`src/rtl/mem_arbiter.sv`:
```
// mem_arbiter: two-port round-robin arbiter and sequencer for the single-port DFF RAM
module mem_arbiter #(
   parameter int ADDR_BITS = 4,
   parameter int DATA_BITS = 8
) (
   input  logic                 clk,
   input  logic                 rst_n,
   input  logic                 ena,
   input  logic                 a_req,
   input  logic                 a_we,
   input  logic [ADDR_BITS-1:0] a_addr,
   input  logic [DATA_BITS-1:0] a_wdata,
   output logic                 a_ack,
   output logic [DATA_BITS-1:0] a_rdata,
   input  logic                 b_req,
   input  logic                 b_we,
   input  logic [ADDR_BITS-1:0] b_addr,
   input  logic [DATA_BITS-1:0] b_wdata,
   output logic                 b_ack,
   output logic [DATA_BITS-1:0] b_rdata,
   output logic [ADDR_BITS-1:0] mem_addr,
   output logic [DATA_BITS-1:0] mem_wdata,
   output logic                 mem_lr_n,
   output logic                 mem_ce_n,
   input  logic [DATA_BITS-1:0] mem_rdata,
   output logic                 busy
);
   typedef enum logic [1:0] {IDLE, WRITE, READ, RESP} state_t;

   state_t                 state_q, state_d;
   logic                   owner_q, owner_d;
   logic                   we_q, we_d;
   logic                   prio_q, prio_d;
   logic [ADDR_BITS-1:0]   addr_q, addr_d;
   logic [DATA_BITS-1:0]   wdata_q, wdata_d;
   logic                   lr_n_q, lr_n_d;
   logic                   ce_n_q, ce_n_d;
   logic [DATA_BITS-1:0]   a_rdata_q, a_rdata_d;
   logic [DATA_BITS-1:0]   b_rdata_q, b_rdata_d;
   logic                   win_b;
   logic                   sel_we;

   // owner/prio encoding: 0 = port A, 1 = port B
   assign win_b  = b_req & (~a_req | prio_q);
   assign sel_we = win_b ? b_we : a_we;

   // next-state: grant and latch in IDLE, one strobe cycle, one response cycle; everything holds while ena is low
   always_comb begin
      state_d   = state_q;
      owner_d   = owner_q;
      we_d      = we_q;
      prio_d    = prio_q;
      addr_d    = addr_q;
      wdata_d   = wdata_q;
      lr_n_d    = lr_n_q;
      ce_n_d    = ce_n_q;
      a_rdata_d = a_rdata_q;
      b_rdata_d = b_rdata_q;
      if (ena) begin
         case (state_q)
            IDLE: begin
               if (a_req | b_req) begin
                  owner_d = win_b;
                  we_d    = sel_we;
                  addr_d  = win_b ? b_addr : a_addr;
                  wdata_d = win_b ? b_wdata : a_wdata;
                  lr_n_d  = ~sel_we;
                  ce_n_d  = sel_we;
                  state_d = sel_we ? WRITE : READ;
               end
            end
            WRITE, READ: begin
               lr_n_d  = 1'b1;
               ce_n_d  = 1'b1;
               state_d = RESP;
            end
            RESP: begin
               a_rdata_d = (!we_q && !owner_q) ? mem_rdata : a_rdata_q;
               b_rdata_d = (!we_q && owner_q) ? mem_rdata : b_rdata_q;
               prio_d    = ~owner_q;
               state_d   = IDLE;
            end
            default: state_d = IDLE;
         endcase
      end
   end

   // state and output registers
   always_ff @(posedge clk or negedge rst_n) begin
      if (!rst_n) begin
         state_q   <= IDLE;
         owner_q   <= 1'b0;
         we_q      <= 1'b0;
         prio_q    <= 1'b0;
         addr_q    <= '0;
         wdata_q   <= '0;
         lr_n_q    <= 1'b1;
         ce_n_q    <= 1'b1;
         a_rdata_q <= '0;
         b_rdata_q <= '0;
      end else begin
         state_q   <= state_d;
         owner_q   <= owner_d;
         we_q      <= we_d;
         prio_q    <= prio_d;
         addr_q    <= addr_d;
         wdata_q   <= wdata_d;
         lr_n_q    <= lr_n_d;
         ce_n_q    <= ce_n_d;
         a_rdata_q <= a_rdata_d;
         b_rdata_q <= b_rdata_d;
      end
   end

   assign a_ack     = ena & (state_q == RESP) & ~owner_q;
   assign b_ack     = ena & (state_q == RESP) & owner_q;
   assign busy      = state_q != IDLE;
   assign mem_addr  = addr_q;
   assign mem_wdata = wdata_q;
   assign mem_lr_n  = lr_n_q;
   assign mem_ce_n  = ce_n_q;
   assign a_rdata   = a_rdata_q;
   assign b_rdata   = b_rdata_q;
endmodule

```
`config.mk`:
```
export PLATFORM = sky130hd
export DESIGN_NAME = mem_arbiter
export DESIGN_NICKNAME = d
export VERILOG_FILES = /design/src/rtl/mem_arbiter.sv
export SDC_FILE = /design/constraint.sdc
export NUM_CORES = 1
export LEC_CHECK = 0
export CORE_MARGIN = 10
export CORE_UTILIZATION = 45
export CTS_BUF_LIST = sky130_fd_sc_hd__clkbuf_16
export CTS_CLUSTER_DIAMETER = 80
export DETAILED_ROUTE_END_ITERATION = 16
export GPL_TIMING_DRIVEN = 0
export HOLD_SLACK_MARGIN = 0.15
export PLACE_DENSITY = 0.85
export SLEW_MARGIN = 20
export SYNTH_ARGS = -nofsm -noshare
export SYNTH_HDL_FRONTEND = slang
export SYNTH_SLANG_ARGS = --single-unit
export TNS_END_PERCENT = 100
```
`constraint.sdc`:
```
create_clock -name clk -period 2.25 [get_ports clk]
set_input_delay 0.45 -clock clk [delete_from_list [all_inputs] [get_ports clk]]
set_output_delay 0.45 -clock clk [all_outputs]
set_load 0.02 [all_outputs]
```
==> impl_metrics.ini, run 1 <==
[placed_design]
gpl.final_weighted_congestion = 0.7561
placed_area_um2 = 2382
post-place-ws_ps = -191.8
portBuffers = 71
post-place-cells = 249
dp_hpwl_um = 3433

[final_layout]
layout.cells.most_common_list = clkdlybuf4s50_1 (68), dfrtp_1 (33), nand2_1 (17), mux2_2 (13), mux2i_1 (12)
areaGrowthSynthToFinish_pct = 55.25
post_route_cells_drive_above_1_share = 0.1524
antenna_cells_inserted = 0
layout.cell_area.non_filler_um2 = 2514
num-nets-final = 253
layout_commonest_cell = clkdlybuf4s50_1
final-instance-count-excl-fill = 256

[logic_synthesis]
synth.top_cell.area_share = 0.5100
synthCells = 132
seq_area_frac_synth = 0.5425
synth.area.top_cells = dfrtp_1 (51%), mux2_2 (9.0%), mux2i_1 (7.4%)
syn-cell-area_um2 = 1619
synthDominantAreaCellType = dfrtp_1
syn_nets = 175
synth-seq-cells = 35
synth.yosys.warnings = 0
post_synthesis_area_per_instance_um2 = 12.27
post_synth_num_cell_types = 30

[floorplanning]
num_io_pins = 72
floorplan.die.height_um = 79.98
rows = 21
core-area_um2 = 3416
chipWidth_um = 79.98
start_util = 0.4740
design.die.area_um2 = 6397

[route]
detailedRoute.firstIterationViolations = 57
totalWireLength_um = 4250
vias = 1293
drc_errors = 0
detail_route.first_pass.iterations = 4
routed_via_density = 5.051
ant_nets = 0
route.detailed.wl_per_inst_um = 16.60

[hold_path]
worst_hold_path_type = in2async

[critical_path]
critical_path_at_ps = 1710
timing.rr.end = state_q[1]
worst-r2r-setup-slack_ps = 650
reg2regPathDepth = 6
path_type_of_the_worst_setup_path = in2out
cp_max_delay_cell = clkdlybuf4s50_1
r2r-start = state_q[1]
worstPathMaxFanout = 5
required_ps = 1800
timing.critical_path.slowest_cell_delay_ps = 580
timing.critical_path.to_type = output pin
crit_path_start_kind = input port
crit_path_cells = clkdlybuf4s50_1 > nand2_2 > nor2_1 > dlygate4sd2_1

[sta]
final.setup.worst_slack_ps = 93.57
fin_crit_ps = 2156
max-slew-margin-rel = 0.5004
final.hold.worst_slack_ps = 239.9
setup-violations-final = 0
layout_worst_path_cycle_share = 0.9584
least_margin_pin_slew_ps = 749.4
rsz0062_at_grt = no
finalHoldViolations = 0
drv_slew = 0
totalNegativeSetupSlack_ps = 0
maxClockFrequency_ghz = 0.4637
layout_skew_ps = 3.167

[global_routing]
grt-ovfl-total = 0
antenna_found_initial = 0
first_global_vias = 1520
groute.usage.overall = 0.1437
grt_first_pass_wirelength_um = 7203
grt_start_max_net_pins = 36

[cts]
cts_setup_buffers = 0
clock_sinks = 35
clock_latency_ps = 280
cts_tree = yes
root_buffer = clkbuf_16
cts_buffers = 5
clkTransAtPathRegs_ps = 50
clock_tree.buffer_depth = 2
ctsHtreeMaxLevel = 2

[pwr]
max-vdd-ir-drop_v = 0.0006876
netSwitchingFraction = 0.3589
total_leakage_power_nw = 1.145
switchingPower_mw = 1.206
power_density_nw_per_um2 = 1337
power.clock.fraction = 0.188
cell_internal_pwr_mw = 2.155
combinationalPowerShare = 0.481
seq_power_share = 0.331

[job]
drv_cap = 0

[status]
outcome = finished clean
==> per-layer routing <==
metal | up-vias | wire length (µm) | global-route usage
met3 | 3 | 475 | 0.07320
met1 | 623 | 1619 | 0.1393
met4 | 0 | 21 | 0.06338
met5 | - | 0 | 0
li1 | 614 | - | -
met2 | 53 | 2134 | 0.2496
==> worst max-delay path by stage <==
stage	start	end	slack, ps	cells past startpoint
floorplan	state_q[0]	state_q[1]	830	6
global placement	ena	a_ack	-160	4
detailed placement	ena	a_ack	-190	4
CTS	ena	a_ack	90	4
global route	ena	a_ack	2	4
finish	ena	a_ack	90	4
==> synth_stat cells, drive strengths merged <==
master and n:
dfstp 2, and3 1, buf 4, o22a 1, o31a 1, o31ai 1
ha 4, nand2 19, o211ai 1, mux2 16, a21oi 3, a21o 1
dfrtp 33, nor3 2, o21ai 15, nor2 6, nor2b 2, mux2i 12
inv 3, nor3b 1, nand2b 3, or3 1
==> sequential cells by signal, indices dropped and copies added, names as in the netlist, 2 cells and up <==
register	count
a_rdata	8
b_rdata	8
mem_addr	4
mem_wdata	8
state_q	2
==> final cells by class <==
type	instances	area, µm²
Tap cell	46	57.56
Multi-Input combinational cell	90	671.9
Sequential cell	35	878.3
Inverter	3	11.26
Buffer	4	57.56
Clock buffer	5	125.1
Fill cell	251	902.1
Timing Repair Buffer	71	703.2
Clock inverter	2	8.758
==> logic make-up (layout without fill, tap and decap cells) <==
family / after synthesis / count (layout) / share of synthesized area
adder cells (fa/ha/maj): 4 / 4 / 0.03091
buffers and inverters: 7 / 85 / 0.04250
AND/OR/NAND/NOR: 35 / 35 / 0.1151
flip-flops: 35 / 35 / 0.5425
AO/OA/AOI/OAI: 23 / 23 / 0.08346
multiplexers: 28 / 28 / 0.1855
==> power by group through the flow <==
stage	clock (mW)	combinational [mW]	sequential, mW
CTS	0.644	1.65	1.12
global placement	0	1.59	1.10
floorplan	0	0.564	1.41
detailed placement	0	1.64	1.12
global route	0.672	1.75	1.15
finish	0.630	1.62	1.11
==> metrics by stage <==
step | utilization | total power, mW
4_1_cts | 0.7359 | 3.410
3_3_place_gp | 0.6989 | 2.693
5_1_grt | 0.7359 | 3.572
2_1_floorplan | - | 1.978
6_report | 0.7359 | 3.362
3_5_place_dp | 0.6974 | 2.766
==> critical path: cells and delay by family <==
family                 cells  cell delay (ps)
buffers and inverters      2              940
AND/OR/NAND/NOR            2              310
==> repair_timing <==
action / CTS / global route
setup endpoints to repair: 2 / 0
gates resized for setup: 2 / 0
endpoints found under the hold margin: 0 / 0
hold buffers: 0 / 0
Power figures use the tool's default switching activity.
==> run 2, diff against run 1 <==
--- a/config.mk
+++ b/config.mk
@@ -5,13 +5,14 @@
 export SDC_FILE = /design/constraint.sdc
 export NUM_CORES = 1
 export LEC_CHECK = 0
+export CORE_ASPECT_RATIO = 1.25
 export CORE_MARGIN = 10
 export CORE_UTILIZATION = 45
 export CTS_BUF_LIST = sky130_fd_sc_hd__clkbuf_16
 export CTS_CLUSTER_DIAMETER = 80
 export DETAILED_ROUTE_END_ITERATION = 16
 export GPL_TIMING_DRIVEN = 0
-export HOLD_SLACK_MARGIN = 0.15
+export HOLD_SLACK_MARGIN = 0.03
 export PLACE_DENSITY = 0.85
 export SLEW_MARGIN = 20
 export SYNTH_ARGS = -nofsm -noshare
==> run 2 against run 1 <==
Against the previous run:
- die area grew 0.24%
- power grew 5.0%
- combinational power barely moved
- clock power grew 23%
- worst hold slack worse by 6.2 ps
- sequential power hardly changed
- register-to-register slack got worse by 80 ps
- critical path depth unchanged
- sequential share of layout area fell by 0.29 points
- sequential cell count stayed put
- first-iteration DRC count fell by 12%
- critical endpoint unchanged
- largest power group unchanged
- highest routed layer unchanged
==> impl_metrics.ini, run 2 (synthesized netlist as in run 1, its figures left out) <==
[cts]
cts_tree = yes
postCtsResizedCells = 2
root_buffer = clkbuf_16
clock_sinks = 35
cts_setup_buffers = 0
clock_tree.buffer_depth = 2
ctsHoldBuffers = 0
clkTransAtPathRegs_ps = 50
ctsHtreeMaxLevel = 2
cts_buffers = 5
clock_latency_ps = 280

[route]
vias = 1280
totalWireLength_um = 4520
route.detailed.wl_per_inst_um = 18.08
detail_route.first_pass.iterations = 4
detailedRoute.firstIterationViolations = 50
drc_errors = 0
routed_via_density = 5.120
ant_nets = 0

[final_layout]
utilization = 0.7277
final-instance-count-excl-fill = 250
areaGrowthSynthToFinish_pct = 56.57
layout.cells.most_common_list = clkdlybuf4s50_1 (68), dfrtp_1 (33), nand2_1 (17), mux2_2 (13), mux2i_1 (12)
layout_commonest_cell = clkdlybuf4s50_1
antenna_cells_inserted = 0
fillerInstances = 254
num-nets-final = 253
layout.cell_area.non_filler_um2 = 2535
post_route_cells_drive_above_1_share = 0.1564

[global_routing]
groute.usage.overall = 0.1505
antenna_found_initial = 0
met3_global_route_usage = 0.09018
global_routing_usage_on_met1 = 0.1286
first_global_vias = 1503
grt.busiest_layer = met2
groute.layer.met2.usage = 0.2655
grt_first_pass_wirelength_um = 7417
grt_start_max_net_pins = 36
grt-ovfl-total = 0

[placed_design]
placed_area_um2 = 2374
gpl.final_weighted_congestion = 0.7428
portBuffers = 71
dp_hpwl_um = 3528
post-place-cells = 242

[floorplanning]
design.die.area_um2 = 6412
chipWidth_um = 73.65
rows = 24
core-area_um2 = 3483
floorplan.die.height_um = 87.06
start_util = 0.4648
num_io_pins = 72

[job]
drv_cap = 0

[critical_path]
path_type_of_the_worst_setup_path = in2out
worstPathMaxFanout = 5
required_ps = 1800
timing.critical_path.to_type = output pin
critical_path_at_ps = 1730
crit_path_start_kind = input port

[sta]
final.hold.worst_slack_ps = 233.7
max-slew-margin-rel = 0.4914
finalHoldViolations = 0
drv_slew = 0
layout_skew_ps = 3.640
fin_crit_ps = 2176
least_margin_pin_slew_ps = 762.9
rsz0062_at_grt = no
setup-violations-final = 0
layout_worst_path_cycle_share = 0.9670
maxClockFrequency_ghz = 0.4596

[pwr]
total_leakage_power_nw = 1.159
max-vdd-ir-drop_v = 0.001061
power_density_nw_per_um2 = 1393
power.total_mw = 3.530

[hold_path]
worst_hold_path_type = in2async

[status]
outcome = finished clean
-- run 2: path summary, 6_finish.rpt --
kind | from | to | slack (ps) | cells after the start
max reg2reg | state_q[1] | state_q[1] | 570 | 6
min | rst_n | b_rdata[6] | 230 | 1
max in group asynchronous | rst_n | b_rdata[2] | 1530 | 1
min in group clk | mem_wdata[6] | mem_wdata[6] | 480 | 2
min reg2reg | mem_wdata[6] | mem_wdata[6] | 480 | 2
max | ena | a_ack | 70 | 4
-- run 2: cell type report --
class                           count  area [µm²]  share of cell area
Timing Repair Buffer               71       703.2              0.2774
Buffer                              4       57.56             0.02270
Tap cell                           39       48.80             0.01925
Sequential cell                    35       878.3              0.3465
Clock buffer                        5       125.1             0.04936
Multi-Input combinational cell     90       671.9              0.2651
Inverter                            3       11.26            0.004442
Clock inverter                      3       38.79             0.01530
-- run 2: per-stage QoR --
stage / worst slack [ps] / setup TNS (ps)
after floorplan: 832.7 / 0
after global placement: -173.9 / -223.1
after detailed placement: -197.7 / -253.0
after CTS: 69.94 / 0
after global routing: 6.175 / 0
final: 74.24 / 0
-- run 2: critical path, cell delays in order --
cell and delay [ps]:
clkdlybuf4s50_1 600, nand2_2 140, nor2_1 180, dlygate4sd2_1 360
-- run 2: where the power goes --
part / total (mW) / switching, mW / internal (mW)
combinational: 1.64 / 0.812 / 0.825
clock: 0.772 / 0.256 / 0.516
sequential: 1.12 / 0.187 / 0.935
total: 3.53 / 1.25 / 2.28
-- run 2: per-layer routing --
metal / routed length [µm] / vias to the layer above
met5: 0 / -
met4: 93 / 0
met3: 478 / 7
met2: 2481 / 46
met1: 1467 / 616
li1: - / 611
==> run 3, diff against run 2 <==
--- a/config.mk
+++ b/config.mk
@@ -7,13 +7,13 @@
 export LEC_CHECK = 0
 export CORE_ASPECT_RATIO = 1.25
 export CORE_MARGIN = 10
-export CORE_UTILIZATION = 45
+export CORE_UTILIZATION = 37
 export CTS_BUF_LIST = sky130_fd_sc_hd__clkbuf_16
 export CTS_CLUSTER_DIAMETER = 80
 export DETAILED_ROUTE_END_ITERATION = 16
 export GPL_TIMING_DRIVEN = 0
 export HOLD_SLACK_MARGIN = 0.03
-export PLACE_DENSITY = 0.85
+export PLACE_DENSITY = 0.75
 export SLEW_MARGIN = 20
 export SYNTH_ARGS = -nofsm -noshare
 export SYNTH_HDL_FRONTEND = slang
==> constraint.sdc (replaced) <==
create_clock -name clk -period 1.8 [get_ports clk]
set_input_delay 0.36 -clock clk [delete_from_list [all_inputs] [get_ports clk]]
set_output_delay 0.36 -clock clk [all_outputs]
set_load 0.02 [all_outputs]
==> run 3 against run 2 <==
Against the previous run:
- sequential power increased by 25%
- register-to-register slack got worse by 320 ps
- clock skew increased by 0.51 ps
- global-route usage decreased by 2.7 points
- sequential share of layout area decreased by 0.79 points
- highest routed layer unchanged
==> impl_metrics.ini, run 3 (synthesized netlist as in run 1, its figures left out) <==
[route]
totalWireLength_um = 4268
routed_via_density = 4.818
met3RoutedLength_um = 468
wl_met1_um = 1699
route.detailed.wl_per_inst_um = 15.87
detail_route.first_pass.iterations = 5
routed-wl-met2_um = 2027
drc_errors = 0
top_signal_layer_used = met4
ant_nets = 0
detailedRoute.firstIterationViolations = 56
vias = 1296

[cts]
clkTransAtPathRegs_ps = 60
cts_tree = yes
clock_sinks = 35
cts_buffers = 5
root_buffer = clkbuf_16
ctsHtreeMaxLevel = 2
clock_tree.buffer_depth = 2
clock_latency_ps = 280
cts_setup_buffers = 0

[hold_path]
worst_hold_path_type = in2async

[floorplanning]
core-area_um2 = 4164
design.die.area_um2 = 7438
start_util = 0.3888
rows = 26
floorplan.die.height_um = 93.96
num_io_pins = 72
chipWidth_um = 79.17

[sta]
finalHoldViolations = 0
fin_crit_ps = 1726
drv_slew = 0
max-slew-margin-rel = 0.6747
layout_skew_ps = 4.149
layout_worst_path_cycle_share = 0.9587
maxClockFrequency_ghz = 0.5795
totalNegativeSetupSlack_ps = 0
setup-violations-final = 0
rsz0062_at_grt = no
final.setup.worst_slack_ps = 74.37
least_margin_pin_slew_ps = 486.5

[critical_path]
critPathLaunch = state_q[0]
reg2regPathDepth = 4
cp_max_delay_cell = dfrtp_1
timing.critical_path.to_type = output pin
critical_path_buf_inv_count = 1
path_depth = 3
r2r-start = state_q[0]
timing.critical_path.slowest_cell_delay_ps = 420
required_ps = 1440
critical_path_at_ps = 1370
cpLargestDelayFamily = flip-flops
worstPathMaxFanout = 4
crit_path_cells = ha_1 > and3_1 > clkdlybuf4s15_2
crit_path_start_kind = flop
path_type_of_the_worst_setup_path = reg2out

[placed_design]
gpl.final_weighted_congestion = 0.7280
portBuffers = 71
dp_hpwl_um = 3561
placed_area_um2 = 2415
post-place-ws_ps = -408.9

[pwr]
max-vdd-ir-drop_v = 0.0008307
total_leakage_power_nw = 1.178
power.total_mw = 4.364
power_density_nw_per_um2 = 1683

[global_routing]
groute.usage.overall = 0.1234
grt_first_pass_wirelength_um = 7245
grt_start_max_net_pins = 31
antenna_found_initial = 0
first_global_vias = 1496
grt-ovfl-total = 0

[job]
drv_cap = 0

[final_layout]
areaGrowthSynthToFinish_pct = 60.20
post_route_cells_drive_above_1_share = 0.1831
fillerInstances = 360
layout_commonest_cell = clkdlybuf4s50_1
layout.cells.most_common_list = clkdlybuf4s50_1 (64), dfrtp_1 (33), nand2_1 (17), mux2_2 (13), mux2i_1 (12)
antenna_cells_inserted = 0
num-nets-final = 255
layout.cell_area.non_filler_um2 = 2594

[status]
outcome = finished clean
[run 3: repair_timing]
action	in CTS	in global routing
hold buffers	1	0
endpoints found under the setup margin	3	5
resized for setup	8	6
endpoints found under the hold margin	3	0
[run 3: per-stage QoR]
step,util,hold WS (ps),std cells
after floorplan,-,64.41,132
after global placement,0.5763,472.1,259
after detailed placement,0.5799,211.6,260
after CTS,0.6229,454.7,269
after global routing,0.6229,479.3,269
final,0.6229,457.9,269
[run 3: path summary, 6_finish.rpt]
| path | slack, ps | endpoint |
|---|---|---|
| max in group asynchronous | 960 | mem_wdata[4] |
| hold reg to reg | 480 | mem_addr[0] |
| setup reg to reg | 250 | a_rdata[3] |
| min in group clk | 480 | mem_addr[0] |
| hold / removal | 460 | mem_addr[2] |
| setup / recovery | 70 | b_ack |
[run 3: layer usage]
layer  global-route usage  vias to the layer above
met5                    0                        -
met4              0.05389                        0
met3              0.06513                        6
met2               0.2050                       69
met1               0.1261                      604
li1                     -                      617
[run 3: final cells by class]
cell class	instances	area [µm²]	area share
well taps	56	70.07	0.02701
inverters	3	11.26	0.004342
multi-input cells	90	676.9	0.2610
plain buffers	4	57.56	0.02219
clock buffers	5	125.1	0.04824
repair buffers	73	730.7	0.2817
clock inverters	3	43.79	0.01688
flip-flops and latches	35	878.3	0.3386
[run 3: power breakdown]
part | internal [mW] | switching, mW | total (mW)
Combinational | 1.02 | 0.979 | 2.00
Clock | 0.652 | 0.312 | 0.963
Sequential | 1.17 | 0.233 | 1.40
Total | 2.84 | 1.52 | 4.36
